`src/rtl/nibble_serial_add_ctrl_pkg.sv`:
```
// rtl/nibble_serial_add_ctrl_pkg.sv - shared constants for the nibble-serial adder
package nibble_serial_add_ctrl_pkg;

  localparam int NIB_W = 4;

  typedef logic [NIB_W-1:0] nib_t;

  localparam logic [1:0] S_IDLE = 2'd0;
  localparam logic [1:0] S_RUN  = 2'd1;
  localparam logic [1:0] S_DONE = 2'd2;

endpackage

```
`src/rtl/nibble_serial_add_ctrl_if.sv`:
```
// rtl/nibble_serial_add_ctrl_if.sv - request/result bundle of the nibble-serial adder
interface nibble_serial_add_ctrl_if #(
  parameter int N_NIB = 4
);
  import nibble_serial_add_ctrl_pkg::*;

  localparam int W = NIB_W * N_NIB;

  logic         start;
  logic [W-1:0] a;
  logic [W-1:0] b;
  logic         cin;
  logic         busy;
  logic         done;
  logic [W-1:0] sum;
  logic         cout;

  modport master (
    output start, a, b, cin,
    input  busy, done, sum, cout
  );

  modport slave (
    input  start, a, b, cin,
    output busy, done, sum, cout
  );

endinterface

```
`src/rtl/nibble_serial_add_ctrl_adder4.sv`:
```
// rtl/nibble_serial_add_ctrl_adder4.sv - 4-bit ripple adder shared across nibbles
module nibble_serial_add_ctrl_adder4
  import nibble_serial_add_ctrl_pkg::*;
(
  input  nib_t a4,
  input  nib_t b4,
  input  logic ci,
  output nib_t s4,
  output logic co
);

  logic carry;

  // ripple the carry bit by bit through the nibble
  always_comb begin
    s4    = '0;
    carry = ci;
    for (int i = 0; i < NIB_W; i++) begin
      s4[i] = a4[i] ^ b4[i] ^ carry;
      carry = (a4[i] & b4[i]) | (carry & (a4[i] ^ b4[i]));
    end
    co = carry;
  end

endmodule

```
`src/rtl/nibble_serial_add_ctrl.sv`:
```
// rtl/nibble_serial_add_ctrl.sv - sequences one 4-bit adder over N_NIB nibbles, LSB first
module nibble_serial_add_ctrl
  import nibble_serial_add_ctrl_pkg::*;
#(
  parameter int N_NIB = 4
) (
  input  logic                    clk,
  input  logic                    rst_n,
  nibble_serial_add_ctrl_if.slave bus
);

  localparam int W     = NIB_W * N_NIB;
  localparam int IDX_W = (N_NIB > 1) ? $clog2(N_NIB) : 1;
  localparam logic [IDX_W-1:0] LAST_IDX = IDX_W'(N_NIB - 1);

  logic [1:0]       state;
  logic [IDX_W-1:0] idx;
  logic [W-1:0]     a_reg;
  logic [W-1:0]     b_reg;
  logic [W-1:0]     acc;
  logic [W-1:0]     acc_next;
  logic [W-1:0]     sum_reg;
  logic             carry;
  logic             cout_reg;
  nib_t             a_nib;
  nib_t             b_nib;
  nib_t             s_nib;
  logic             co;

  // select the current operand nibbles and merge this cycle's result nibble
  always_comb begin
    a_nib    = a_reg[NIB_W*idx +: NIB_W];
    b_nib    = b_reg[NIB_W*idx +: NIB_W];
    acc_next = acc;
    acc_next[NIB_W*idx +: NIB_W] = s_nib;
  end

  nibble_serial_add_ctrl_adder4 u_adder4 (
    .a4 (a_nib),
    .b4 (b_nib),
    .ci (carry),
    .s4 (s_nib),
    .co (co)
  );

  // control FSM plus operand, carry, accumulator and result registers
  always_ff @(posedge clk) begin
    if (!rst_n) begin
      state    <= S_IDLE;
      idx      <= '0;
      a_reg    <= '0;
      b_reg    <= '0;
      acc      <= '0;
      sum_reg  <= '0;
      carry    <= 1'b0;
      cout_reg <= 1'b0;
    end else begin
      case (state)
        S_IDLE: begin
          if (bus.start) begin
            a_reg <= bus.a;
            b_reg <= bus.b;
            carry <= bus.cin;
            idx   <= '0;
            state <= S_RUN;
          end
        end
        S_RUN: begin
          acc   <= acc_next;
          carry <= co;
          idx   <= idx + 1'b1;
          // the final nibble lands in sum directly via acc_next
          if (idx == LAST_IDX) begin
            sum_reg  <= acc_next;
            cout_reg <= co;
            state    <= S_DONE;
          end
        end
        S_DONE: begin
          state <= S_IDLE;
        end
        default: begin
          state <= S_IDLE;
        end
      endcase
    end
  end

  assign bus.busy = (state == S_RUN) || (state == S_DONE);
  assign bus.done = (state == S_DONE);
  assign bus.sum  = sum_reg;
  assign bus.cout = cout_reg;

endmodule

```
`src/flat_wrapper.sv`:
```
// flat-port wrapper written by rule: the top's interface ports become plain ports
module nibble_serial_add_ctrl_flat import nibble_serial_add_ctrl_pkg::*;
#(
  parameter int N_NIB = 4
)
  (clk, rst_n, bus_start, bus_a, bus_b, bus_cin, bus_busy, bus_done, bus_sum, bus_cout);
  nibble_serial_add_ctrl_if #(.N_NIB(N_NIB)) bus_i ();
  input  logic clk;
  input  logic rst_n;
  input wire logic [$bits(bus_i.start)-1:0] bus_start;
  input wire logic [$bits(bus_i.a)-1:0] bus_a;
  input wire logic [$bits(bus_i.b)-1:0] bus_b;
  input wire logic [$bits(bus_i.cin)-1:0] bus_cin;
  output wire logic [$bits(bus_i.busy)-1:0] bus_busy;
  output wire logic [$bits(bus_i.done)-1:0] bus_done;
  output wire logic [$bits(bus_i.sum)-1:0] bus_sum;
  output wire logic [$bits(bus_i.cout)-1:0] bus_cout;
  assign bus_i.start = bus_start;
  assign bus_i.a = bus_a;
  assign bus_i.b = bus_b;
  assign bus_i.cin = bus_cin;
  assign bus_busy = bus_i.busy;
  assign bus_done = bus_i.done;
  assign bus_sum = bus_i.sum;
  assign bus_cout = bus_i.cout;
  nibble_serial_add_ctrl #(.N_NIB(N_NIB)) u_core (.clk(clk), .rst_n(rst_n), .bus(bus_i));
endmodule
```
`config.mk`:
```
export PLATFORM = sky130hd
export DESIGN_NAME = nibble_serial_add_ctrl_flat
export DESIGN_NICKNAME = d
export VERILOG_FILES = /design/src/rtl/nibble_serial_add_ctrl_pkg.sv /design/src/rtl/nibble_serial_add_ctrl_if.sv /design/src/rtl/nibble_serial_add_ctrl_adder4.sv /design/src/rtl/nibble_serial_add_ctrl.sv /design/src/flat_wrapper.sv
export SDC_FILE = /design/constraint.sdc
export NUM_CORES = 1
export LEC_CHECK = 0
export CAP_MARGIN = 20
export CORE_MARGIN = 5
export CORE_UTILIZATION = 50
export CTS_CLUSTER_DIAMETER = 200
export CTS_CLUSTER_SIZE = 24
export DETAILED_ROUTE_END_ITERATION = 16
export PLACE_DENSITY = 0.74
export SYNTH_ARGS = -nofsm -noshare
export SYNTH_HDL_FRONTEND = slang
export SYNTH_HIERARCHICAL = 1
export SYNTH_SLANG_ARGS = --single-unit
```
`constraint.sdc`:
```
create_clock -name clk -period 3.55 [get_ports clk]
set_input_delay 0.5325 -clock clk [delete_from_list [all_inputs] [get_ports clk]]
set_output_delay 0.5325 -clock clk [all_outputs]
set_load 0.05 [all_outputs]
```
==> results.md <==
* Setup crit start kind: register
* Remaining Overflow, GRT at 0
* Count leader, synth: nand2_1
* Power Density at 415.1 nW/um^2
* Ys async rst share at 0%
* Comb power frac at 15.4%
* Setup skew after layout at roughly 0.0042 ns
* H-tree depth at 3
* Fin cells at roughly 470
* Worst VDD drop at between 200 and 250 uV
* Placed wire-length estimate at 4888 um
* Seq/Total Area, Yosys at 42.67%
* Tmin final at 3.137 ns
* Net Switching at 0.4229 mW
* Clock transition at the registers of the reported paths at 0.07 ns
* Status: finished clean
* Clock power frac at 34.8%
* Wire per inst at approximately 14 um
* Die Area at 7868 um^2
* Vias in the first global route at 2559
* Hold Buf Count CTS at 0
* Gate Count Post-Synth at 340
* Most instantiated cells after synthesis: 84 x nand2_1, 66 x dfxtp_1, 26 x a21boi_0
* Chip Width at 88.70 um
* Synthesis-to-finish area growth at 23.68%
* Share of layout cells above drive strength 1 at between 8 and 9%
* Standard-cell rows at 28
* Cts bufs inserted at 9
* Worst-margin pin slew at slightly below 0.7 ns
* Fillers at 532
* Max cap viols at 0
* Placed Area at around 3700 um^2
* Final nets at 435
* Flops & latches, synth at between 60 and 70
* Static leakage at between 1 and 1.5 nW
* Syn_nets at 388
* WS Path Type: reg2reg
* Netlist cell types at 30
* Initial Util at 52.00%
* DR iter-0 viols at 120
* Total setup buffers inserted after CTS at 0
* Yosys warnings at 6
* DIE HEIGHT at 88.70 um
* Largest cells by area after synthesis: dfxtp_1 43%, nand2_1 10%, a21boi_0 6.3%, mux4_2 5.8%, a21boi_1 4.8%
* Period utilisation layout at 88.36%
* CTS root buf: clkbuf_8
* CTS tree: done
* TritonCTS Sinks at 66
* Boundary pin count at 55
* Final setup vio count at 0
* Final total negative setup slack at 0 ns
* Synthesized area at approximately 3100 um^2
* Synthesized area per cell at 9.108 um^2
* Detailed Routing Iterations Pass 1 at 4
* First-pass GRT wire length at between 10000 and 15000 um
* Fin. Hold Viols at 0
* Final slew viol count at 0
* Number of remaining DRC errors at 0
* Ant diodes at 0
* Worst slew margin at between 50 and 60%
* Post-route cell area at 3830 um^2
* Largest net degree at the start of global routing at 33
* Final GP Congestion at 0.7921
* Initial antenna violation count at 0
* IO Port Bufs at 54
* Pre-CTS setup slack at 0.4159 ns
* ANT nets after route at 0
* Post_cts resized at 0
* Cells after DPL at 451
* Worst-path fanout max at 7
* Fin worst setup slack at 0.4131 ns
* Part of the power in registers at 49.8%
* Synth top area share at 42.67%
* DR vias/cell at 5.436
* Critical Path End Type: register
* Highest Clock Rate at 318.8 MHz
* Hold Path Class: reg2reg
* Leading area contributor after synthesis: dfxtp_1
* Worst EP arrival at 3.40 ns
* Clk Latency, worst-skew pair at 0.34 ns
* Clock tree buffer depth at 2
* EDFF count, synth at 0
* Core ar. at 5956 um^2
* Vias at 2533
* Tot GR Track Use at 19.02%
* Cell internal pwr at between 1 and 1.5 mW
* Switch share at 26.60%
* Post-synth top flop: dfxtp_1
* Unrepaired setup endpoints after global routing: no
* Layout Utilization at 64.31%
* Post-Route WL at roughly 6700 um
* Critical Path RT at 3.81 ns
==> through the flow <==
| step | hold slack, ns | power, mW |
|---|---|---|
| floorplan | 0.4304 | 0.9731 |
| global placement | 0.4386 | 1.048 |
| detailed placement | 0.4475 | 1.054 |
| CTS | 0.4572 | 1.605 |
| global route | 0.4643 | 1.663 |
| finish | 0.4541 | 1.590 |
==> path summary, 6_finish.rpt <==
path | to | cells past startpoint | slack, ns | from
setup / recovery | u_core/bus.sum[15]$_SDFFE_PN0P_ | 11 | 0.41 | u_core/idx[0]$_SDFFE_PN0P_
hold / removal | u_core/acc[4]$_SDFFE_PN0P_ | 2 | 0.45 | u_core/acc[4]$_SDFFE_PN0P_
setup reg to reg | u_core/bus.sum[15]$_SDFFE_PN0P_ | 11 | 0.41 | u_core/idx[0]$_SDFFE_PN0P_
hold reg to reg | u_core/acc[4]$_SDFFE_PN0P_ | 2 | 0.45 | u_core/acc[4]$_SDFFE_PN0P_
==> cell families (layout without fill, tap and decap cells) <==
logic type,Yosys count,in the layout,share of synthesized area [%]
adders and majority gates,12,12,5.818
and+or+nand+nor,122,122,18.95
AOI/OAI and AO/OA,89,89,20.36
DFF,66,66,42.67
muxes,9,9,6.141
buffers and inverters,42,93,6.060
==> layout by cell type (no fill, tap or decap), types with 4 or more instances in the layout <==
cell             instances
nand2_1                 84
dfxtp_1                 66
clkdlybuf4s50_1         54
a21boi_0                26
a21boi_1                20
inv_1                   17
o21ai_0                 14
a32oi_1                 12
clkbuf_8                11
nand4_1                 11
a21oi_1                 11
mux4_2                   8
nor2b_1                  8
ha_1                     8
buf_4                    7
nor2_1                   5
a221oi_1                 4
fa_1                     4
==> worst max-delay path, stage by stage, from the launching register on <==
cell	delay, ns
dfxtp_1	0.47
mux4_2	0.56
fa_1	0.42
inv_1	0.08
fa_1	0.16
inv_1	0.05
fa_1	0.35
inv_1	0.07
fa_1	0.40
inv_1	0.20
nand4_1	0.12
a21boi_0	0.18
==> power groups by stage <==
stage               registers [mW]  logic [mW]  clock network [mW]
floorplan                    0.801       0.172                   0
finish                       0.792       0.245               0.553
global route                 0.795       0.271               0.597
CTS                          0.792       0.245               0.568
global placement             0.807       0.241                   0
detailed placement           0.809       0.245                   0
==> per-layer routing <==
metal,share of wire [%],vias up,routed length [um],GRT usage [%]
met5,0,-,0,0
met3,4.5,11,302,3.724
li1,-,1274,-,-
met2,48,63,3207,31.71
met4,1.9,0,124,9.203
met1,46,1185,3035,23.47
==> cell type report <==
class                      instances  area, um^2  share of cell area [%]
multi-input combinational        232        1588                   41.46
sequential                        66        1321                   34.50
timing repair buffer              61       593.1                   15.49
clock buffer                      12       155.1                   4.051
tap                               75       93.84                   2.450
inverter                          17       63.81                   1.666
clock inverter                     3       15.01                  0.3920
(Power assumes the default switching activity.)
